--- config.mk ---
export PLATFORM = sky130hd
export DESIGN_NAME = cluster_icache_perf_ctrl
export DESIGN_NICKNAME = d
export VERILOG_FILES = /design/src/rtl/cluster_icache_perf_pkg.sv /design/src/rtl/snitch_icache_pkg.sv /design/src/rtl/cluster_icache_perf_counter.sv /design/src/rtl/cluster_icache_perf_ctrl.sv
export SDC_FILE = /design/constraint.sdc
export NUM_CORES = 1
export LEC_CHECK = 0
export BUFFER_PORTS_ARGS = -buffer_cell sky130_fd_sc_hd__buf_2
export CAP_MARGIN = 10
export CELL_PAD_IN_SITES_DETAIL_PLACEMENT = 0
export CELL_PAD_IN_SITES_GLOBAL_PLACEMENT = 1
export CORE_MARGIN = 1.5
export CORE_UTILIZATION = 52
export DETAILED_ROUTE_END_ITERATION = 7
export PLACE_DENSITY_LB_ADDON = 0.1
export SYNTH_ARGS = -nofsm -noshare
export SYNTH_HDL_FRONTEND = slang
export SYNTH_SLANG_ARGS = --single-unit
--- constraint.sdc ---
create_clock -name clk_i -period 8.5 [get_ports clk_i]
set_input_delay 2.125 -clock clk_i [delete_from_list [all_inputs] [get_ports clk_i]]
set_output_delay 2.125 -clock clk_i [all_outputs]
set_load 0.01 [all_outputs]
--- src/rtl/cluster_icache_perf_pkg.sv ---
// Register offsets, control bit positions and event numbering of the icache performance block.
package cluster_icache_perf_pkg;

    localparam logic [31:0] REG_CTRL        = 32'h000;
    localparam logic [31:0] REG_FLUSH       = 32'h004;
    localparam logic [31:0] REG_SEL_FLUSH   = 32'h008;
    localparam logic [31:0] REG_CLEAR       = 32'h00C;
    localparam logic [31:0] REG_OVERFLOW_LO = 32'h010;
    localparam logic [31:0] REG_OVERFLOW_HI = 32'h014;
    localparam logic [31:0] REG_EVSEL_BASE  = 32'h100;
    localparam logic [31:0] REG_COUNTER_BASE = 32'h200;
    // Clearing bits 7:2 maps any indexed register onto its bank base.
    localparam logic [31:0] REG_INDEX_MASK  = 32'hFFFF_FF03;

    localparam int unsigned CTRL_ENABLE_COUNTERS = 0;
    localparam int unsigned CTRL_ENABLE_PREFETCH = 1;
    localparam int unsigned CTRL_SATURATE        = 2;
    localparam logic [2:0]  CTRL_RESET           = 3'b010;

    localparam int unsigned EV_L1_MISS          = 0;
    localparam int unsigned EV_L1_HIT           = 1;
    localparam int unsigned EV_L1_STALL         = 2;
    localparam int unsigned EV_L1_HANDLER_STALL = 3;
    localparam int unsigned EV_L0_BASE          = 4;
    localparam int unsigned EV_PER_PORT         = 5;
    localparam int unsigned EV_L0_MISS          = 0;
    localparam int unsigned EV_L0_HIT           = 1;
    localparam int unsigned EV_L0_PREFETCH      = 2;
    localparam int unsigned EV_L0_DOUBLE_HIT    = 3;
    localparam int unsigned EV_L0_STALL         = 4;

    typedef struct packed {
        logic [31:0] addr;
        logic        write;
        logic [31:0] wdata;
        logic [3:0]  wstrb;
        logic        valid;
    } perf_reg_req_t;

    typedef struct packed {
        logic [31:0] rdata;
        logic        error;
        logic        ready;
    } perf_reg_rsp_t;

    function automatic int unsigned num_events(input int unsigned nr_fetch_ports);
        return EV_L0_BASE + EV_PER_PORT * nr_fetch_ports;
    endfunction

endpackage

--- src/rtl/snitch_icache_pkg.sv ---
// Event pulse bundles exported by the L0 fetch ports and the shared L1 instruction cache.
package snitch_icache_pkg;

    typedef struct packed {
        logic l0_miss;
        logic l0_hit;
        logic l0_prefetch;
        logic l0_double_hit;
        logic l0_stall;
    } icache_l0_events_t;

    typedef struct packed {
        logic l1_miss;
        logic l1_hit;
        logic l1_stall;
        logic l1_handler_stall;
    } icache_l1_events_t;

endpackage

--- src/rtl/cluster_icache_perf_counter.sv ---
// One programmable event counter with wrap/saturate behaviour and an overflow pulse.
module cluster_icache_perf_counter #(
    parameter int unsigned CNT_WIDTH = 32
) (
    input  logic                 clk_i,
    input  logic                 rst_ni,
    input  logic                 inc,
    input  logic                 clear,
    input  logic                 load,
    input  logic [CNT_WIDTH-1:0] ld_val,
    input  logic                 sat,
    output logic [CNT_WIDTH-1:0] value,
    output logic                 overflow
);

    logic at_max;

    assign at_max   = &value;
    assign overflow = inc & at_max & ~clear & ~load;

    always_ff @(posedge clk_i or negedge rst_ni) begin
        if (!rst_ni) begin
            value <= '0;
        end else if (clear) begin
            value <= '0;
        end else if (load) begin
            value <= ld_val;
        end else if (inc) begin
            if (!at_max) begin
                value <= value + CNT_WIDTH'(1);
            end else if (!sat) begin
                value <= '0;
            end
        end
    end

endmodule

--- src/rtl/cluster_icache_perf_ctrl.sv ---
// Instruction cache control/performance block: prefetch enable, per-port flush handshake
// and a bank of programmable event counters behind a 32-bit register bus.
module cluster_icache_perf_ctrl
    import cluster_icache_perf_pkg::*;
#(
    parameter int unsigned NR_FETCH_PORTS = 1,
    parameter int unsigned NUM_COUNTERS   = 8,
    parameter int unsigned CNT_WIDTH      = 32,
    parameter type reg_req_t = cluster_icache_perf_pkg::perf_reg_req_t,
    parameter type reg_rsp_t = cluster_icache_perf_pkg::perf_reg_rsp_t
) (
    input  logic                                                  clk_i,
    input  logic                                                  rst_ni,
    input  reg_req_t                                              reg_req_i,
    output reg_rsp_t                                              reg_rsp_o,
    output logic                                                  enable_prefetching_o,
    output logic [NR_FETCH_PORTS-1:0]                             flush_valid_o,
    input  logic [NR_FETCH_PORTS-1:0]                             flush_ready_i,
    input  snitch_icache_pkg::icache_l0_events_t [NR_FETCH_PORTS-1:0] l0_events_i,
    input  snitch_icache_pkg::icache_l1_events_t                  l1_events_i
);

    localparam int unsigned NumEvents = num_events(NR_FETCH_PORTS);
    localparam int unsigned IdxW      = (NUM_COUNTERS > 1) ? $clog2(NUM_COUNTERS) : 1;

    logic [31:0]               addr;
    logic [31:0]               wdata;
    logic [5:0]                idx;
    logic [IdxW-1:0]           idx_sel;
    logic                      idx_ok;
    logic                      wr;

    logic [2:0]                ctrl_q;
    logic [NR_FETCH_PORTS-1:0] pending_q, pending_d, flush_set;
    logic [NUM_COUNTERS-1:0]   ovf_q, ovf_d, ovf_set;
    logic [63:0]               ovf_ext, ovf_w1c;
    logic [7:0]                evsel_q [NUM_COUNTERS];
    logic [CNT_WIDTH-1:0]      cnt_val [NUM_COUNTERS];
    logic [NumEvents-1:0]      events;
    logic [255:0]              events_ext;

    logic hit_ctrl, hit_flush, hit_sel_flush, hit_clear, hit_ovf_lo, hit_ovf_hi;
    logic hit_evsel, hit_counter, mapped;
    logic [31:0] rdata;
    logic clear_all;

    assign addr    = reg_req_i.addr;
    assign wdata   = reg_req_i.wdata;
    assign idx     = addr[7:2];
    assign idx_sel = addr[2 +: IdxW];
    assign idx_ok  = ({26'b0, idx} < NUM_COUNTERS);
    // Partial-strobe writes are dropped silently; they are not a bus error.
    assign wr      = reg_req_i.valid & reg_req_i.write & (reg_req_i.wstrb == 4'hF);

    assign events[EV_L1_MISS]          = l1_events_i.l1_miss;
    assign events[EV_L1_HIT]           = l1_events_i.l1_hit;
    assign events[EV_L1_STALL]         = l1_events_i.l1_stall;
    assign events[EV_L1_HANDLER_STALL] = l1_events_i.l1_handler_stall;

    for (genvar p = 0; p < NR_FETCH_PORTS; p++) begin : g_port_events
        localparam int unsigned Base = EV_L0_BASE + EV_PER_PORT * p;
        assign events[Base + EV_L0_MISS]       = l0_events_i[p].l0_miss;
        assign events[Base + EV_L0_HIT]        = l0_events_i[p].l0_hit;
        assign events[Base + EV_L0_PREFETCH]   = l0_events_i[p].l0_prefetch;
        assign events[Base + EV_L0_DOUBLE_HIT] = l0_events_i[p].l0_double_hit;
        assign events[Base + EV_L0_STALL]      = l0_events_i[p].l0_stall;
    end

    // Zero padding makes every select at or above NumEvents count nothing.
    always_comb begin
        events_ext = '0;
        events_ext[NumEvents-1:0] = events;
    end

    always_comb begin
        ovf_ext = '0;
        ovf_ext[NUM_COUNTERS-1:0] = ovf_q;
    end

    always_comb begin
        hit_ctrl      = (addr == REG_CTRL);
        hit_flush     = (addr == REG_FLUSH);
        hit_sel_flush = (addr == REG_SEL_FLUSH);
        hit_clear     = (addr == REG_CLEAR);
        hit_ovf_lo    = (addr == REG_OVERFLOW_LO);
        hit_ovf_hi    = (addr == REG_OVERFLOW_HI);
        hit_evsel     = ((addr & REG_INDEX_MASK) == REG_EVSEL_BASE) && idx_ok;
        hit_counter   = ((addr & REG_INDEX_MASK) == REG_COUNTER_BASE) && idx_ok;
        mapped        = hit_ctrl | hit_flush | hit_sel_flush | hit_clear |
                        hit_ovf_lo | hit_ovf_hi | hit_evsel | hit_counter;

        rdata = '0;
        if (hit_ctrl)      rdata[2:0] = ctrl_q;
        if (hit_flush)     rdata[0] = |pending_q;
        if (hit_sel_flush) rdata[NR_FETCH_PORTS-1:0] = pending_q;
        if (hit_ovf_lo)    rdata = ovf_ext[31:0];
        if (hit_ovf_hi)    rdata = ovf_ext[63:32];
        if (hit_evsel)     rdata[7:0] = evsel_q[idx_sel];
        if (hit_counter)   rdata[CNT_WIDTH-1:0] = cnt_val[idx_sel];
    end

    always_comb begin
        reg_rsp_o       = '0;
        reg_rsp_o.ready = 1'b1;
        reg_rsp_o.rdata = rdata;
        reg_rsp_o.error = reg_req_i.valid & ~mapped;
    end

    assign clear_all = wr & hit_clear & wdata[0];

    always_comb begin
        flush_set = '0;
        if (wr && hit_flush && wdata[0]) flush_set = '1;
        if (wr && hit_sel_flush)         flush_set = flush_set | wdata[NR_FETCH_PORTS-1:0];
    end

    // A set in the same cycle as a handshake wins, keeping valid asserted.
    assign pending_d = (pending_q & ~flush_ready_i) | flush_set;

    always_comb begin
        ovf_w1c = '0;
        if (wr && hit_ovf_lo) ovf_w1c[31:0]  = wdata;
        if (wr && hit_ovf_hi) ovf_w1c[63:32] = wdata;
        if (clear_all) ovf_d = '0;
        else           ovf_d = (ovf_q & ~ovf_w1c[NUM_COUNTERS-1:0]) | ovf_set;
    end

    always_ff @(posedge clk_i or negedge rst_ni) begin
        if (!rst_ni) begin
            ctrl_q    <= CTRL_RESET;
            pending_q <= '0;
            ovf_q     <= '0;
        end else begin
            if (wr && hit_ctrl) ctrl_q <= wdata[2:0];
            pending_q <= pending_d;
            ovf_q     <= ovf_d;
        end
    end

    for (genvar i = 0; i < NUM_COUNTERS; i++) begin : g_counter
        localparam logic [7:0] EvselReset = (i < NumEvents) ? 8'(i) : 8'hFF;
        logic sel_hit;

        assign sel_hit = (idx_sel == IdxW'(i));

        always_ff @(posedge clk_i or negedge rst_ni) begin
            if (!rst_ni) begin
                evsel_q[i] <= EvselReset;
            end else if (wr && hit_evsel && sel_hit) begin
                evsel_q[i] <= wdata[7:0];
            end
        end

        cluster_icache_perf_counter #(
            .CNT_WIDTH (CNT_WIDTH)
        ) i_counter (
            .clk_i    (clk_i),
            .rst_ni   (rst_ni),
            .inc      (ctrl_q[CTRL_ENABLE_COUNTERS] & events_ext[evsel_q[i]]),
            .clear    (clear_all),
            .load     (wr & hit_counter & sel_hit),
            .ld_val   (wdata[CNT_WIDTH-1:0]),
            .sat      (ctrl_q[CTRL_SATURATE]),
            .value    (cnt_val[i]),
            .overflow (ovf_set[i])
        );
    end

    assign enable_prefetching_o = ctrl_q[CTRL_ENABLE_PREFETCH];
    assign flush_valid_o        = pending_q;

endmodule
* Yosys cells after proc, flatten, opt, wreduce, memory -nomap -nowiden
Cells that the tools add are included.
Widths: inputs -> output; s select.
** Word-level totals
- Bits in read-only memories :: 0
- RAM bits :: 0
- Memories kept :: 0
- Input port bits :: 82
- Bits in latches :: 0
- Output and inout bits :: 36
- Word-level logic and storage cells :: 239
- Register bits after elaboration :: 332
** Operators by class
- Muxes and demuxes :: 66
- Add/subtract/negate cells :: 8
- Multipliers :: 0
- Order comparisons :: 10
- Equality and inequality tests :: 23
- Reductions and logical operators :: 42
- Divide/modulo/power cells :: 0
- Bitwise logic cells :: 71
- Shift operators :: 0
** Operators with widths (number)
- $mux 32 :: 36
- $add 32x1->32 const B :: 8
- $reduce_and 32->1 :: 8
- $bmux 32 s3 :: 1
- $lt 8x9->1 const B :: 8
- $bmux 1 s8 :: 8
- $eq 32x4->1 const B :: 2
- $eq 32x5->1 const B :: 2
- $mux 8 :: 7
- $and 1x1->1 :: 47
- $eq 32x3->1 const B :: 1
- $logic_not 32->1 :: 1
- $ne 4x2->1 const B :: 8
- $eq 26x3->1 const B :: 1
- $eq 26x4->1 const B :: 1
- $bmux 8 s3 :: 1
- $reduce_bool 3->1 :: 8
- $logic_and 1x1->1 :: 16
- $reduce_and 2->1 :: 8
- $eq 3x3->1 const B :: 4
- $mux 1 :: 12
- $not 1->1 :: 11
- $or 1x1->1 :: 9
- $and 8x8->8 :: 1
- 10 further kinds :: 11

* Logic depth before layout (Yosys ltp)
Gate-level depths: netlist of run 1.
- Depth after elaboration :: 10
- Depth in mapped cells :: 11
- Depth with buffers taken out :: 8

* By module
A second synthesis of run 1 with hierarchy kept.
** Unflattened totals
- Cells, all modules :: 2699
- Area total of the unflattened synthesis :: 24215.7 µm²
** By module, submodules not included
- cluster_icache_perf_counter :: cells each 271, instances 8, area each 2202.1 µm², sequential area each 800.8 µm²
- cluster_icache_perf_ctrl :: cells each 531, instances 1, area each 6598.8 µm², sequential area each 1918.1 µm²

* Worst setup path before layout of run 1
No wires, ideal clock.
- Path type :: input -> output
- Start :: input reg_req_i[42] (netlist bit)
- End :: output reg_rsp_o[4] (netlist bit)
- Path slack :: 2.352 ns
- Stages on the path :: 6
- Arrival time :: 4.023 ns
- Required time :: 6.375 ns
- Buffers on the path :: 4
- Cells stage by stage :: clkbuf_1 -> clkbuf_1 -> buf_1 -> buf_1 -> mux2i_1 -> a21boi_0
** RTL lines
- start, declared :: line cluster_icache_perf_ctrl.sv:14 : input reg_req_t reg_req_i,
- end, declared :: line cluster_icache_perf_ctrl.sv:15 : output reg_rsp_t reg_rsp_o,

==> results of run 1 <==
flip-flops by register name, summed over array words and instances (netlist names):
register,count
ctrl_q,3
g_counter.i_counter.value,256
ovf_q,8
evsel_q,64
flush_valid_o,1
power by group:
part / internal [uW] / switching, uW
logic: 52.1 / 156
registers: 1580 / 5.15
clock network: 1100 / 748
total: 2740 / 909
cells by family after synthesis:
family | share of synthesized area
other | 0.000161
flip-flops | 0.358
multiplexers | 0.148
adder cells (fa/ha/maj) | 0.00430
AO/OA/AOI/OAI | 0.190
buffers and inverters | 0.0378
AND/OR/NAND/NOR | 0.221
XOR/XNOR | 0.0407
synthesized netlist by cell type (9+ instances only):
library cell / instances / area share
buf_1: 12 / 0.0019
o221ai_1: 9 / 0.0034
nand2_1: 192 / 0.031
xor2_1: 59 / 0.022
dfrtp_1: 319 / 0.34
o21ai_0: 275 / 0.059
and3_1: 60 / 0.016
or2_2: 10 / 0.0027
and4_1: 23 / 0.0087
mux2_2: 76 / 0.037
nor3b_1: 12 / 0.0039
nor4_1: 59 / 0.016
a21o_1: 11 / 0.0036
nor3_1: 106 / 0.023
clkbuf_1: 134 / 0.022
and2_1: 18 / 0.0048
o41ai_1: 10 / 0.0038
o22ai_1: 11 / 0.0030
a21oi_1: 217 / 0.047
nand3_1: 129 / 0.028
or4_1: 12 / 0.0039
a22oi_1: 19 / 0.0061
o211ai_1: 23 / 0.0074
mux2i_1: 45 / 0.019
inv_1: 33 / 0.0053
o31ai_1: 22 / 0.0071
a221oi_1: 9 / 0.0034
a31oi_1: 21 / 0.0056
or3_1: 21 / 0.0056
a311oi_1: 9 / 0.0034
dfstp_2: 13 / 0.015
nand4_1: 77 / 0.021
buf_2: 32 / 0.0069
mux4_2: 91 / 0.088
a211oi_1: 18 / 0.0058
nor2_1: 211 / 0.034
xnor2_1: 49 / 0.018
routing by layer:
metal,vias to the layer above,track usage
li1,9984,-
met1,11800,0.597
met2,1766,0.625
met3,388,0.130
met4,2,0.259
met5,-,0
final cells by class:
cell class	count	area [sq um]	area share
antenna	9	22.5	0.000877
clock buffer	63	1280	0.0500
clock inverter	12	113	0.00439
inverter	33	124	0.00482
multi-input combinational	2054	14100	0.550
sequential	332	8320	0.324
tap	592	741	0.0288
timing repair buffer	159	943	0.0367
cells in the final DEF (no fill, tap or decap), types with 76 or more instances in the layout:
master   Yosys  final
mux4_2      91     91
nand4_1     77     77
nor3_1     106    104
a21oi_1    217    216
nor2_1     211    211
mux2_2      76     76
buf_2       32    113
nand3_1    129    128
dfrtp_1    319    319
o21ai_0    275    275
nand2_1    192    192
metrics by stage:
stage | hold WS, ns | power, uW | utilization
detailed placement | 0.524 | 1820 | 0.548
CTS | 0.537 | 3640 | 0.580
global route | 0.560 | 3710 | 0.580
finish | 0.536 | 3640 | 0.581
floorplan | 0.479 | 1690 | -
global placement | 0.519 | 1820 | 0.548
worst max-delay path by stage:
stage,end,slack [ns],cells past startpoint
after floorplan,reg_rsp_o[4],2.35,6
after global placement,reg_rsp_o[2],1.65,7
after detailed placement,reg_rsp_o[2],1.64,7
after CTS,reg_rsp_o[2],1.64,7
after global routing,reg_rsp_o[2],1.33,7
final,reg_rsp_o[2],1.54,7
critical path, delay by kind of cell:
kind,cells,cell delay (ns)
AOI/OAI and AO/OA,1,0.49
buffers and inverters,2,0.31
and+or+nand+nor,4,1.91
==> key figures, run 1 <==
STA
  – Relative slew slack: 0.0905
  – RSZ-0062 raised after global routing: no
  – Clock skew: 0.0147 ns
  – Max Clk Rate: 0.144 GHz
  – Tmin final: roughly 7.0 ns
  – TNS Setup: 0 ns
  – Fin. Hold Viols: 0
  – Final period util: 0.819
  – Final WS setup: 1.54 ns
  – Max-slew violations: 0
  – Setup-failing EPs final: 0
  – Slew at the pin closest to its max-slew limit: 1.35 ns

Floorplan
  – IO Count: roughly 120
  – Core area: 44200 sq um
  – Die H: 214 microns
  – Starting Density: 0.526
  – Die area: 46000 sq um
  – Die width: 214 microns
  – Site Rows: 77

Worst setup path
  – R2R Path End: g_counter[3].i_counter.value[14]
  – Crit. End Element: output port
  – Slowest stage delay, CP: 0.66 ns
  – Slowest cell on crit path: nand2_1
  – Worst endpoint required time: 6.38 ns
  – Crit path max fanout: 25
  – Crit Path Category: primary input to output port
  – Startpoint Class: primary input
  – Worst Reg2Reg Path Length in Cells: 9
  – WP data arrival: roughly 4.8 ns
  – Cells along the critical path: buf_2 > nor4_1 > nand4_1 > nor2_1 > nand2_1 > o221ai_1 > buf_2
  – Crit-path most repeated cell: buf_2
  – Register-to-register setup slack: 4.25 ns
  – Reg-to-Reg Start: g_counter[3].i_counter.value[0]
  – CP startpoint: reg_req_i[48]

Synthesis
  – EDFF count, synth: 0
  – Post-synthesis average cell area: 8.94 sq um
  – Register area share after synthesis: 0.358
  – Syn Std Cell Area: between 20000 and 25000 sq um
  – Ys Warns: 0
  – Synth Flop Type: dfrtp_1
  – Syn_nets: 2693
  – Distinct cell type count after synthesis: 96
  – Cells after synthesis: 2603
  – Yosys reg bits: about 330
  – Ys async rst share: 1.00

Route
  – Met3 wire length: about 14 mm
  – Residual DRC: 0
  – WL final: 102 mm
  – Routed vias/inst: 7.36
  – Wire length per cell: 31.5 microns
  – Top Metal Used: met5
  – Via count: 24000
  – Met2 routed WL: between 40 and 50 mm
  – Starting DRT DRC Count: 3643
  – 1st-pass router iterations: 7
  – Post-route ant nets: 0
  – Wl on met1: 39.1 mm

Cells and area
  – Finished Layout Cells: 3254
  – Layout cell share with drive strength beyond 1: 0.172
  – Layout fillers: 3933
  – Area grow syn2layout: 10.4%
  – Final instance area: about 26000 sq um
  – Final nets: 2712

Global route
  – All-Layer GR Usage: 0.441
  – First-pass GRT wire length: 150 mm
  – Largest net degree at the start of global routing: 122
  – Total gr overflow: 0
  – Vias in the first global route: 22400
  – Initial antenna violation count: 4

Clock tree
  – Clock transition at path regs: approximately 0.060 ns
  – Root buffer cell: clkbuf_16
  – CTS sink cnt: 332
  – Max clock buf depth: 3
  – Post-CTS resize count: 0
  – Setup Fix Bufs, Post-CTS: 0
  – CTS tree: done
  – Clk_lat worst skew: 0.59 ns
  – Num CTS Buffers: 42
  – Hold-fix buffers, CTS: 0
  – H-tree depth: 2

Power
  – Max IR drop VDD: 0.000172 V
  – Power Density: 142 nW/um^2
  – LEAKAGE: 0.0103 uW

Run
  – Max-cap violations: 0

Min path
  – Worst hold path class: flip-flop to flip-flop
  – Hold Startpoint: evsel_q[14]
  – Hold Crit Depth: 1
  – Hold Path End: evsel_q[14]

Placement
  – RePlAce Congestion: 1.03
  – Count of buffers from port buffering: 116
  – DP HPWL: 71.6 mm
  – Cell Area, Placed: 24300 sq um
  – DP Worst Slack: roughly 1.6 ns
  – Dpl cells: 3169

Outcome
  – Status: complete, no violations
Power figures use the tool's default switching activity.
==> inputs of run 2 (changes only) <==
- ABC_AREA: not set -> 1
- CORE_UTILIZATION: 52 -> 45
- clock period: 8.5 -> 6.7 ns (I/O delays scaled with it)
==> key figures, run 2 <==
Outcome
  – Status: complete, no violations

Synthesis
  – Main combinational cell family by area after synthesis: simple AND/OR/NAND/NOR gates
  – Most common cell in the netlist: nand2_1
  – Synth area leader: dfrtp_1
  – EDFF count, synth: 0
  – Synth Flop Type: dfrtp_1
  – Distinct cell type count after synthesis: 39
  – Post-synthesis average cell area: 6.03 sq um
  – Share of the synthesized area in the top cell type: 0.273
  – Mux cell area share after synthesis: 0
  – Commonest cells in the netlist: nand2_1 (1600), nand3_1 (768), inv_1 (451), nor2_1 (403), dfrtp_1 (319)
  – Syn_nets: between 4000 and 5000
  – Synth area leaders: dfrtp_1 (27%), nand2_1 (21%), nand3_1 (13%)
  – Compound-gate portion of the synthesized area: 0.0679
  – Ys async rst share: 1.00
  – Syn Std Cell Area: 29200 sq um
  – Cells after synthesis: 4845
  – Post-Synth Simple-Gate Area: 0.497
  – Yosys reg bits: 332
  – Post-Synth XOR/XNOR Area: 0.0396
  – Register area share after synthesis: 0.285
  – Post-Synth Adder-Cell Area: 0.00343
  – Ys Warns: 0

Global route
  – Total gr overflow: 0
  – Largest net degree at the start of global routing: 107
  – Initial antenna violation count: 11
  – Vias in the first global route: about 31000
  – All-Layer GR Usage: 0.431
  – First-pass GRT wire length: 214 mm

STA
  – Slew at the pin closest to its max-slew limit: 1.22 ns
  – TNS Setup: 0 ns
  – Fin. Hold Viols: 0
  – RSZ-0062 raised after global routing: no
  – Max-slew violations: 0
  – Final period util: 0.867
  – Fin Hold WS: 0.507 ns
  – Relative slew slack: 0.187
  – Max Clk Rate: approximately 0.17 GHz
  – Setup-failing EPs final: 0
  – Tmin final: 5.81 ns
  – Clock skew: 0.0171 ns

Worst setup path
  – Crit Path Category: primary input to output port
  – Worst endpoint required time: 5.03 ns
  – Register-to-register setup slack: 2.96 ns
  – Crit. End Element: output port
  – Startpoint Class: primary input
  – Crit path max fanout: slightly above 50
  – WP data arrival: 4.13 ns

Cells and area
  – Final nets: between 4000 and 5000
  – Layout cell share with drive strength beyond 1: 0.0789
  – Commonest non-fill, non-tap cells in the layout: nand2_1 (1600), nand3_1 (768), inv_1 (451)
  – Area grow syn2layout: 9.18%
  – Top reg by flops: g_counter.i_counter.value
  – Biggest regs: g_counter.i_counter.value (256), evsel_q (64), ovf_q (8)
  – Commonest non-fill, non-tap cell in the layout: nand2_1
  – Largest register FFs: 256
  – N_diodes: 0

Clock tree
  – CTS tree: done
  – Clk_lat worst skew: 0.61 ns
  – H-tree depth: 2
  – Post-CTS resize count: 0
  – Setup Fix Bufs, Post-CTS: 0
  – Clock transition at path regs: about 0.060 ns
  – CTS sink cnt: 332
  – Root buffer cell: clkbuf_16
  – Hold-fix buffers, CTS: 0
  – Num CTS Buffers: 45
  – Max clock buf depth: 3

Floorplan
  – IO Count: 118
  – Die area: 66500 sq um
  – Die width: 258 microns
  – Starting Density: 0.454
  – Site Rows: 93
  – Core area: 64300 sq um
  – Die H: 258 microns

Route
  – Post-route ant nets: 0
  – Residual DRC: 0
  – 1st-pass router iterations: 6
  – Via count: 34400
  – Wire length per cell: about 26 microns
  – Routed vias/inst: 6.04
  – Starting DRT DRC Count: slightly above 5000
  – WL final: 146 mm

Power
  – Power Density: 165 nW/um^2
  – LEAKAGE: 0.0157 uW
  – Max IR drop VDD: 0.000161 V

Placement
  – Count of buffers from port buffering: 116
  – DP HPWL: 102 mm
  – RePlAce Congestion: 1.05

Run
  – Max-cap violations: 0

Min path
  – Worst hold path class: flip-flop to flip-flop
## run 2: changes by cell type in the layout (fill, tap and decap cells not counted), moves of 76 or more
cell     before   now
nand4_1      77   301
nor2_1      211   401
mux4_2       91     0
o21ai_0     275   172
inv_1        33   451
nand3_1     128   768
nand2_1     192  1600
mux2_2       76     0
a21oi_1     216    69
o22ai_1      11    97
## run 2: final cells by class
cell class              instances  area, sq um
clock inverters                22          417
repair buffers                194         1230
clock buffers                  61         1300
fillers                      7000        32500
multi-input cells            3761        17800
flip-flops and latches        332         8320
inverters                     472         1780
well taps                     855         1070
## run 2: logic make-up after synthesis
kind of cell,count (synthesis)
flip-flops,332
buffers and inverters,752
XOR/XNOR,132
other,1
AO/OA/AOI/OAI,359
adder cells (fa/ha/maj),8
AND/OR/NAND/NOR,3261
## run 2: per-layer routing
| layer | part of all wire | vias to the layer above | global-route usage |
|---|---|---|---|
| met2 | 0.41 | 2028 | 0.618 |
| met3 | 0.12 | 408 | 0.110 |
| met4 | 0.065 | 4 | 0.238 |
| met5 | 0.00017 | - | 0 |
| met1 | 0.41 | 16100 | 0.589 |
| li1 | - | 15800 | - |
## run 2: worst paths after layout
path / from / to / depth (start not counted)
max: reg_req_i[40] / reg_rsp_o[10] / 11
min: evsel_q[33] / evsel_q[33] / 2
max reg2reg: ctrl_q[0] / g_counter[0].i_counter.value[7] / 6
min reg2reg: evsel_q[33] / evsel_q[33] / 2
max in group asynchronous: rst_ni / g_counter[1].i_counter.value[17] / 2
min in group asynchronous: rst_ni / evsel_q[57] / 1
## run 2: worst max-delay path, stage by stage
cell,delay (ns)
buf_2,0.14
inv_2,0.08
nor2_4,0.03
buf_4,0.24
inv_2,0.10
buf_4,0.53
o22ai_1,0.32
o21ai_0,0.52
nand2_1,0.19
nor2_1,0.11
buf_2,0.14
## run 2: where the power goes
part           leakage [uW]  internal, uW  switching (uW)
logic                0.0102          70.0             346
registers           0.00459          2010     0.000000832
clock network      0.000837          1780            1060
total                0.0157          3860            1410
## run 2: stage by stage
step            util  std cells  setup slack, ns  instance area [sq um]  total power, uW
5_1_grt        0.496       5697            0.873                  31900             5360
3_5_place_dp   0.469       5614            0.999                  30200             2430
6_report       0.496       5697            0.891                  31900             5260
3_3_place_gp   0.469       5614            0.935                  30200             2440
2_1_floorplan      -       4845             1.97                  29200             2180
4_1_cts        0.496       5697            0.987                  31900             5250
